===== config.mk =====
export PLATFORM = sky130hd
export DESIGN_NAME = alarm_annunciator
export DESIGN_NICKNAME = d
export VERILOG_FILES = /design/src/rtl/alarm_pkg.sv /design/src/rtl/key_debounce.sv /design/src/rtl/alarm_annunciator.sv
export SDC_FILE = /design/constraint.sdc
export NUM_CORES = 1
export LEC_CHECK = 0
export CAP_MARGIN = 30
export CORE_MARGIN = 1.5
export CORE_UTILIZATION = 35
export CTS_BUF_LIST = sky130_fd_sc_hd__clkbuf_16
export CTS_CLUSTER_SIZE = 16
export DETAILED_ROUTE_END_ITERATION = 8
export PLACE_DENSITY = 0.59
export RECOVER_POWER = 50
export SLEW_MARGIN = 40
export SYNTH_ARGS = -nofsm -noshare
export SYNTH_HDL_FRONTEND = slang
export SYNTH_HIERARCHICAL = 1
export SYNTH_SLANG_ARGS = --single-unit

===== constraint.sdc =====
create_clock -name clk -period 2.65 [get_ports clk]
set_clock_uncertainty 0.2 [all_clocks]
set_input_delay 0.53 -clock clk [delete_from_list [all_inputs] [get_ports clk]]
set_output_delay 0.53 -clock clk [all_outputs]
set_load 0.02 [all_outputs]

===== src/rtl/alarm_pkg.sv =====
// -----------------------------------------------------------------------------
// alarm_pkg
// Shared types and constants for the alarm annunciator:
//   alarm_state_t  - annunciator state (IDLE, RINGING, SNOOZE)
//   SNOOZE_COUNT_W - width of the per-event accepted-snooze counter
// -----------------------------------------------------------------------------
package alarm_pkg;

    typedef enum logic [1:0] {
        IDLE    = 2'd0,
        RINGING = 2'd1,
        SNOOZE  = 2'd2
    } alarm_state_t;

    localparam int SNOOZE_COUNT_W = 3;

endpackage


===== src/rtl/key_debounce.sv =====
// -----------------------------------------------------------------------------
// key_debounce
// Synchronizes a raw active-low push-button into the clk domain, debounces it
// and emits a single-cycle pulse when the debounced key goes from released (1)
// to pressed (0). Releasing the key produces nothing.
//
// Ports:
//   clk        in   system clock
//   alarmreset in   asynchronous active-high reset
//   key_n      in   raw active-low key, asynchronous to clk
//   press      out  1-clk pulse on an accepted press
// -----------------------------------------------------------------------------
module key_debounce
    import alarm_pkg::*;
#(
    parameter int DEBOUNCE_CYCLES = 500000
) (
    input  logic clk,
    input  logic alarmreset,
    input  logic key_n,
    output logic press
);

    localparam int DEB_W = (DEBOUNCE_CYCLES < 2) ? 1 : $clog2(DEBOUNCE_CYCLES + 1);

    logic             key_meta_reg;
    logic             key_sync_reg;
    logic             key_deb_reg;
    logic [DEB_W-1:0] deb_cnt_reg;
    logic             press_reg;

    // The counter tracks how many consecutive synchronized samples have
    // disagreed with the current debounced level. Any sample that agrees
    // again restarts it, so only a stable new level is ever accepted.
    always_ff @(posedge clk or posedge alarmreset) begin
        if (alarmreset) begin
            key_meta_reg <= 1'b0;
            key_sync_reg <= 1'b0;
            key_deb_reg  <= 1'b1;
            deb_cnt_reg  <= '0;
            press_reg    <= 1'b0;
        end else begin
            key_meta_reg <= key_n;
            key_sync_reg <= key_meta_reg;
            press_reg    <= 1'b0;
            if (key_sync_reg == key_deb_reg) begin
                deb_cnt_reg <= '0;
            end else if (deb_cnt_reg == DEB_W'(DEBOUNCE_CYCLES - 1)) begin
                key_deb_reg <= key_sync_reg;
                deb_cnt_reg <= '0;
                press_reg   <= ~key_sync_reg;
            end else begin
                deb_cnt_reg <= deb_cnt_reg + DEB_W'(1);
            end
        end
    end

    assign press = press_reg;

endmodule


===== src/rtl/alarm_annunciator.sv =====
// -----------------------------------------------------------------------------
// alarm_annunciator
// Alarm ringing / snooze controller. A rising alarm_trig starts RINGING with a
// blinking LED; a debounced snooze press moves to SNOOZE (limited to
// MAX_SNOOZE per alarm event); timeouts are counted in 2 Hz tick pulses.
//
// Ports:
//   clk          in   system clock (50 MHz)
//   alarmreset   in   asynchronous active-high reset, also the user dismiss
//   tick         in   1-clk enable at 2 Hz
//   alarm_trig   in   alarm level, asynchronous to clk
//   snooze_n     in   raw active-low snooze key, asynchronous to clk
//   led_alarm    out  blinking alarm indicator
//   ringing      out  high while in RINGING
//   snoozing     out  high while in SNOOZE
//   snooze_count out  snoozes accepted for the current alarm event
// -----------------------------------------------------------------------------
module alarm_annunciator
    import alarm_pkg::*;
#(
    parameter int DEBOUNCE_CYCLES = 500000,
    parameter int RING_TICKS      = 120,
    parameter int SNOOZE_TICKS    = 600,
    parameter int MAX_SNOOZE      = 3
) (
    input  logic                      clk,
    input  logic                      alarmreset,
    input  logic                      tick,
    input  logic                      alarm_trig,
    input  logic                      snooze_n,
    output logic                      led_alarm,
    output logic                      ringing,
    output logic                      snoozing,
    output logic [SNOOZE_COUNT_W-1:0] snooze_count
);

    localparam int RING_W  = $clog2(RING_TICKS + 1);
    localparam int SNZ_W   = $clog2(SNOOZE_TICKS + 1);

    logic press;

    key_debounce #(
        .DEBOUNCE_CYCLES(DEBOUNCE_CYCLES)
    ) u_key_debounce (
        .clk       (clk),
        .alarmreset(alarmreset),
        .key_n     (snooze_n),
        .press     (press)
    );

    // alarm_trig synchronizer and rising-edge detector. trig_valid_reg marks
    // when the synchronizer output carries a real sample; until then the edge
    // detector keeps its "previous" at 1, so a level already high at reset
    // release must fall before it can trigger again.
    logic       trig_meta_reg;
    logic       trig_sync_reg;
    logic [1:0] trig_valid_reg;
    logic       trig_prev_reg;
    logic       trig_rise;

    always_ff @(posedge clk or posedge alarmreset) begin
        if (alarmreset) begin
            trig_meta_reg  <= 1'b0;
            trig_sync_reg  <= 1'b0;
            trig_valid_reg <= 2'b00;
            trig_prev_reg  <= 1'b1;
        end else begin
            trig_meta_reg  <= alarm_trig;
            trig_sync_reg  <= trig_meta_reg;
            trig_valid_reg <= {trig_valid_reg[0], 1'b1};
            if (trig_valid_reg[1]) begin
                trig_prev_reg <= trig_sync_reg;
            end
        end
    end

    assign trig_rise = trig_valid_reg[1] & trig_sync_reg & ~trig_prev_reg;

    // Annunciator FSM
    alarm_state_t              state_reg,        state_next;
    logic [RING_W-1:0]         ring_cnt_reg,     ring_cnt_next;
    logic [SNZ_W-1:0]          snz_cnt_reg,      snz_cnt_next;
    logic [SNOOZE_COUNT_W-1:0] snooze_count_reg, snooze_count_next;
    logic                      led_reg,          led_next;
    logic [RING_W-1:0]         ring_inc;
    logic [SNZ_W-1:0]          snz_inc;

    assign ring_inc = ring_cnt_reg + RING_W'(1);
    assign snz_inc  = snz_cnt_reg + SNZ_W'(1);

    always_ff @(posedge clk or posedge alarmreset) begin
        if (alarmreset) begin
            state_reg        <= IDLE;
            ring_cnt_reg     <= '0;
            snz_cnt_reg      <= '0;
            snooze_count_reg <= '0;
            led_reg          <= 1'b0;
        end else begin
            state_reg        <= state_next;
            ring_cnt_reg     <= ring_cnt_next;
            snz_cnt_reg      <= snz_cnt_next;
            snooze_count_reg <= snooze_count_next;
            led_reg          <= led_next;
        end
    end

    always_comb begin
        state_next        = state_reg;
        ring_cnt_next     = ring_cnt_reg;
        snz_cnt_next      = snz_cnt_reg;
        snooze_count_next = snooze_count_reg;
        led_next          = led_reg;
        case (state_reg)
            IDLE: begin
                if (trig_rise) begin
                    state_next        = RINGING;
                    ring_cnt_next     = '0;
                    snooze_count_next = '0;
                    led_next          = 1'b1;
                end
            end
            RINGING: begin
                // An accepted press takes priority over the final ring tick.
                if (press && (snooze_count_reg < SNOOZE_COUNT_W'(MAX_SNOOZE))) begin
                    state_next        = SNOOZE;
                    snooze_count_next = snooze_count_reg + SNOOZE_COUNT_W'(1);
                    snz_cnt_next      = '0;
                    led_next          = 1'b0;
                end else if (tick) begin
                    ring_cnt_next = ring_inc;
                    led_next      = ~led_reg;
                    if (ring_inc == RING_W'(RING_TICKS)) begin
                        state_next = IDLE;
                        led_next   = 1'b0;
                    end
                end
            end
            SNOOZE: begin
                led_next = 1'b0;
                if (tick) begin
                    snz_cnt_next = snz_inc;
                    if (snz_inc == SNZ_W'(SNOOZE_TICKS)) begin
                        state_next    = RINGING;
                        ring_cnt_next = '0;
                        led_next      = 1'b1;
                    end
                end
            end
            default: begin
                state_next = IDLE;
                led_next   = 1'b0;
            end
        endcase
    end

    assign led_alarm    = led_reg;
    assign ringing      = (state_reg == RINGING);
    assign snoozing     = (state_reg == SNOOZE);
    assign snooze_count = snooze_count_reg;

endmodule

# ---- After elaboration in Yosys (flattened, before gate mapping)
# Index checks and enable logic that the tools add are counted.
dict set report op_classes {
  add_sub_neg 4
  multipliers 0
  n_div 0
  order_cmp 1
  eq_ne 14
  shifts 0
  n_mux 30
  n_bitwise 6
  reduce_logical 11
}
# operator n
set op_table {}
lappend op_table {{19-bit two-way mux} 2}
lappend op_table {{7-bit two-way mux} 5}
lappend op_table {{7-bit case mux with 3 select lines} 1}
lappend op_table {{10-bit two-way mux} 2}
lappend op_table {{10-bit case mux with 2 select lines} 1}
lappend op_table {{19-bit by 1-bit adder with 19-bit output, second input constant} 1}
lappend op_table {{19-bit == test, second input constant} 1}
lappend op_table {{2-bit two-way mux} 6}
lappend op_table {{10-bit by 1-bit adder with 10-bit output, second input constant} 1}
lappend op_table {{10-bit == test, second input constant} 1}
lappend op_table {{1-bit two-way mux} 8}
lappend op_table {{2-bit inequality test, second input constant} 4}
lappend op_table {{7-bit by 1-bit adder with 7-bit output, second input constant} 1}
lappend op_table {{7-bit == test, second input constant} 1}
lappend op_table {{3-bit two-way mux} 2}
lappend op_table {{2-bit case mux with 3 select lines} 1}
lappend op_table {{3-bit case mux with 2 select lines} 1}
lappend op_table {{3-bit AND reduction} 2}
lappend op_table {{6-bit AND reduction} 1}
lappend op_table {{5-bit AND reduction} 1}
lappend op_table {{2-bit by 1-bit inequality test with 1-bit output, second input constant} 2}
lappend op_table {{1-bit inverter} 4}
lappend op_table {{2-bit AND reduction} 2}
lappend op_table {{2-bit nonzero test} 2}
lappend op_table {{12 further kinds} 13}
dict set report totals {
  ff_bits 51
  latch_bits 0
  ram_bits 0
  romBits 0
  input_bits 5
  wordCells 80
  memories 0
}

# ---- Depth between registers and ports, before layout
dict set report logic_depth {
  word_depth 6
  depth_mapped 8
}

# ---- By module
# Netlist, hierarchy kept.
# module instances cells_per_inst area_each_um2 seq_area_each_um2
set by_module_without_submodules {}
lappend by_module_without_submodules {alarm_annunciator 1 182 1621.6 701.9}
lappend by_module_without_submodules {key_debounce 1 108 1154.9 576.8}

# ---- Worst setup path before layout
# OpenSTA, ideal clock, no wires.
dict set report synth_path {
  path_type {register to register}
  start {reg snz_cnt_reg[4]}
  end {reg ring_cnt_reg[6]}
  setup_ns 0.134
  arrival_ns 1.625
  required_time_ns 2.316
  slack_ns 0.690
  stages_incl_launch_ff 8
  n_path_buf 2
  cell_sequence {dfrtp_1 > buf_6 > and4_1 > buf_6 > a211o_1 > a221o_1 > nor2_4 > o21ai_0}
}
dict set report synth_via {
  elab_chain_cells 4
}
# item line
set synth_rtl {}
lappend synth_rtl {{start: declaration} alarm_annunciator.sv:82} ;# logic [SNZ_W-1:0] snz_cnt_reg, snz_cnt_next;
lappend synth_rtl {{start signal: assignment} alarm_annunciator.sv:101} ;# snz_cnt_reg <= snz_cnt_next;
lappend synth_rtl {{10-bit by 1-bit adder with 10-bit output} alarm_annunciator.sv:89} ;# assign snz_inc = snz_cnt_reg + SNZ_W'(1);
lappend synth_rtl {{10-bit == test} alarm_annunciator.sv:142} ;# if (snz_inc == SNZ_W'(SNOOZE_TICKS)) begin
lappend synth_rtl {{2-bit by 1-bit inequality test with 1-bit output (no line)} --}
lappend synth_rtl {{6-bit AND reduction (no line)} --}
lappend synth_rtl {{end signal: assignment} alarm_annunciator.sv:100} ;# ring_cnt_reg <= ring_cnt_next;
lappend synth_rtl {{end: declaration} alarm_annunciator.sv:81} ;# logic [RING_W-1:0] ring_cnt_reg, ring_cnt_next;
# No other way between the ends.
# A chain may end at the register's enable or synchronous reset.

# ---- Worst setup path after layout
dict set report layout_path {
  start {reg state_reg[0]}
  end {out snoozing}
}
dict set report layout_via {
  elab_chain_cells 1
}
# item line
set layout_rtl {}
lappend layout_rtl {{start: declaration} alarm_annunciator.sv:80} ;# alarm_state_t state_reg, state_next;
lappend layout_rtl {{start signal: assignment} alarm_annunciator.sv:99} ;# state_reg <= state_next;
lappend layout_rtl {{2-bit == test} alarm_annunciator.sv:158} ;# assign snoozing = (state_reg == SNOOZE);
lappend layout_rtl {{end: declaration} alarm_annunciator.sv:33} ;# output logic snoozing,
# No other way between the ends.

==> results_dict.tcl <==
set metrics [dict create \
    r2r_slack_ns 0.49 \
    synthCells 290 \
    cap_viol_max_count 0 \
    crit_required_ns 1.92 \
    hold_path_depth 0 \
    dr.pass1.iters 5 \
    hp-start "trig_meta_reg" \
    synth_async_sr_flop_share 1.000 \
    dpl-instance-area_sq_um 2992 \
    die_area_sq_um 8476 \
    synth_top_cell_by_area "dfrtp_1" \
    hold_path_end "trig_sync_reg" \
    synth.yosys.seq_area_share 0.4606 \
    syn_nets 300 \
    fin_area_sq_um 3126 \
    synth.avg_cell_area_sq_um 9.574 \
    grt_pass1_vias 2054 \
    leakage_nw 1.269 \
    grtUsageTotal 0.1483 \
    cp.arrival_ns 1.64 \
    clkSinkCount 51 \
    worst_pin_slew_ns 1.252 \
    layout_commonest_cell "dfrtp_1" \
    rsz0062_at_grt "no" \
    tritoncts "done" \
    tns_ns 0 \
    antenna_cells_inserted 0 \
    p_per_area_nw_per_um2 584.5 \
    hold_viol 0 \
    path_max_fanout 8 \
    core_area_sq_um 7687 \
    cts_made_buffers 5 \
    ys_top_cells_by_area "dfrtp_1, o21ai_0, nor2_1, xnor2_1, nand2_1" \
    syn_area_sq_um 2776 \
    overflow 0 \
    nFillCells 760 \
    cts_resized 0 \
    routabilityCongestion 0.8034 \
    period_share 0.8937 \
    clk_pin_slew_ns 0.07 \
    netlist-cell-type-count 54 \
    place_hpwl_um 3859 \
    io_pins 11 \
    antenna_found_initial 0 \
    vias_per_cell 5.319 \
    setup_violations 0 \
    die_h_um 92.07 \
    num-nets-final 315 \
    postRouteAntennaNets 0 \
    cts-root-buf "clkbuf_16" \
    period_needed_ns 2.368 \
    postCtsSetupRepairBufs 0 \
    initial_core_util 0.3612 \
    drc_errors 0 \
    grt_pass1_wl_um 10030 \
    drive_gt1_frac 0.07843 \
    synth_edf_count 0 \
    clock_latency_ns 0.29 \
    num_rows 32 \
    io_buffer_count 10 \
    wire_per_inst_um 14.02 \
    htreeDepth 2 \
    reg2reg_depth 5 \
    grt_max_degree 29 \
    syn2layout_area_growth_pct 12.57 \
    critPathKind "reg -> out" \
    ir_worst_vdd_mv 0.2142 \
    max-slew-margin-rel 0.1653 \
    start_kind "flop" \
    power_mw 1.827 \
    die_width_um 92.07 \
    largest_reg_flops 19 \
    min_path_type "reg -> reg" \
    timing.fmax_ghz 0.4223 \
    ys.flop_type "dfrtp_1" \
    via_count 2170 \
    r2r-start "snz_cnt_reg[2]" \
    hold_buffers 0 \
    wirelength_um 5721 \
    final_cell_mix "dfrtp_1, nor2_1, nand2_1" \
    end_kind "output pin" \
    drtIter0Drc 113 \
    yosysTopAreaCellShare 0.4416 \
    r2r-end "ring_cnt_reg[6]" \
    synth-warning-count 6 \
    clockBufferDepth 2 \
    drv_slew 0 \
    synth_seq_cells 51 \
    outcome "completed" \
]
==> per-stage QoR <==
stage / hold slack, ns / utilization / setup WS, ns / std cells
final: 0.1516 / 0.4066 / 0.2818 / 408
after global routing: 0.1554 / 0.4066 / 0.2033 / 408
after CTS: 0.1545 / 0.4074 / 0.2644 / 408
after detailed placement: 0.1387 / 0.3892 / 0.1740 / 400
after global placement: 0.1324 / 0.3892 / 0.2360 / 400
after floorplan: 0.1312 / - / 0.6905 / 290
==> layout make-up <==
| class | instances | area, sq um | share of cell area |
|---|---|---|---|
| inverter | 11 | 41.29 | 0.01321 |
| clock buffer | 5 | 125.1 | 0.04003 |
| timing repair buffer | 16 | 138.9 | 0.04444 |
| tap | 102 | 127.6 | 0.04083 |
| multi-input combinational | 220 | 1399 | 0.4476 |
| sequential | 51 | 1279 | 0.4091 |
| clock inverter | 3 | 15.01 | 0.004804 |
==> worst max-delay path, cell delays in order, from the launching register on <==
cell and delay (ns):
dfrtp_1 0.38, buf_4 0.16, nor2b_1 0.18, clkdlybuf4s50_1 0.63
==> how the worst max path moves through the flow <==
stage	cells after the start	to	from
finish	3	snoozing	state_reg[0]
global placement	5	snz_cnt_reg[9]	tick
floorplan	7	ring_cnt_reg[6]	snz_cnt_reg[4]
CTS	3	snoozing	state_reg[0]
global route	3	snoozing	state_reg[0]
detailed placement	5	snz_cnt_reg[5]	tick
==> where the power goes <==
| group | total [mW] | leakage, nW | switching [mW] | internal (mW) |
|---|---|---|---|---|
| registers | 0.912 | 0.673 | 0.0741 | 0.838 |
| logic | 0.292 | 0.531 | 0.161 | 0.131 |
| clock network | 0.623 | 0.0649 | 0.279 | 0.344 |
| total | 1.83 | 1.27 | 0.514 | 1.31 |
==> cells in the mapped netlist, types with 4 or more instances <==
| cell | n |
|---|---|
| and2_1 | 4 |
| a21oi_1 | 13 |
| o21ai_0 | 28 |
| dfrtp_1 | 49 |
| and3_1 | 4 |
| nor3_1 | 5 |
| a22oi_1 | 4 |
| xor2_1 | 4 |
| o22ai_1 | 5 |
| xnor2_1 | 13 |
| nand4_1 | 6 |
| nor4_1 | 5 |
| nor2_1 | 32 |
| nand2_1 | 30 |
| nand4b_1 | 4 |
| inv_1 | 11 |
| a22o_1 | 4 |
| ha_1 | 5 |
| nand3_1 | 9 |
==> cells by family (layout without fill, tap and decap cells) <==
kind of cell / Yosys count / in the layout / synth area share
xor gates and xnor gates: 17 / 17 / 0.05363
DFF: 51 / 51 / 0.4606
other: 1 / 1 / 0.001351
AOI/OAI and AO/OA: 71 / 71 / 0.1600
buffers and inverters: 19 / 35 / 0.03560
muxes: 4 / 4 / 0.01532
adders and majority gates: 5 / 5 / 0.02253
and+or+nand+nor: 122 / 122 / 0.2510
==> metal layers <==
layer | vias to the layer above | global-route usage | part of all wire
li1 | 1079 | - | -
met1 | 1034 | 0.2154 | 0.51
met2 | 51 | 0.2117 | 0.44
met3 | 6 | 0.03897 | 0.043
met4 | 0 | 0.05128 | 0.013
met5 | - | 0 | 0
No activity file was read; power rests on OpenSTA's default activity.
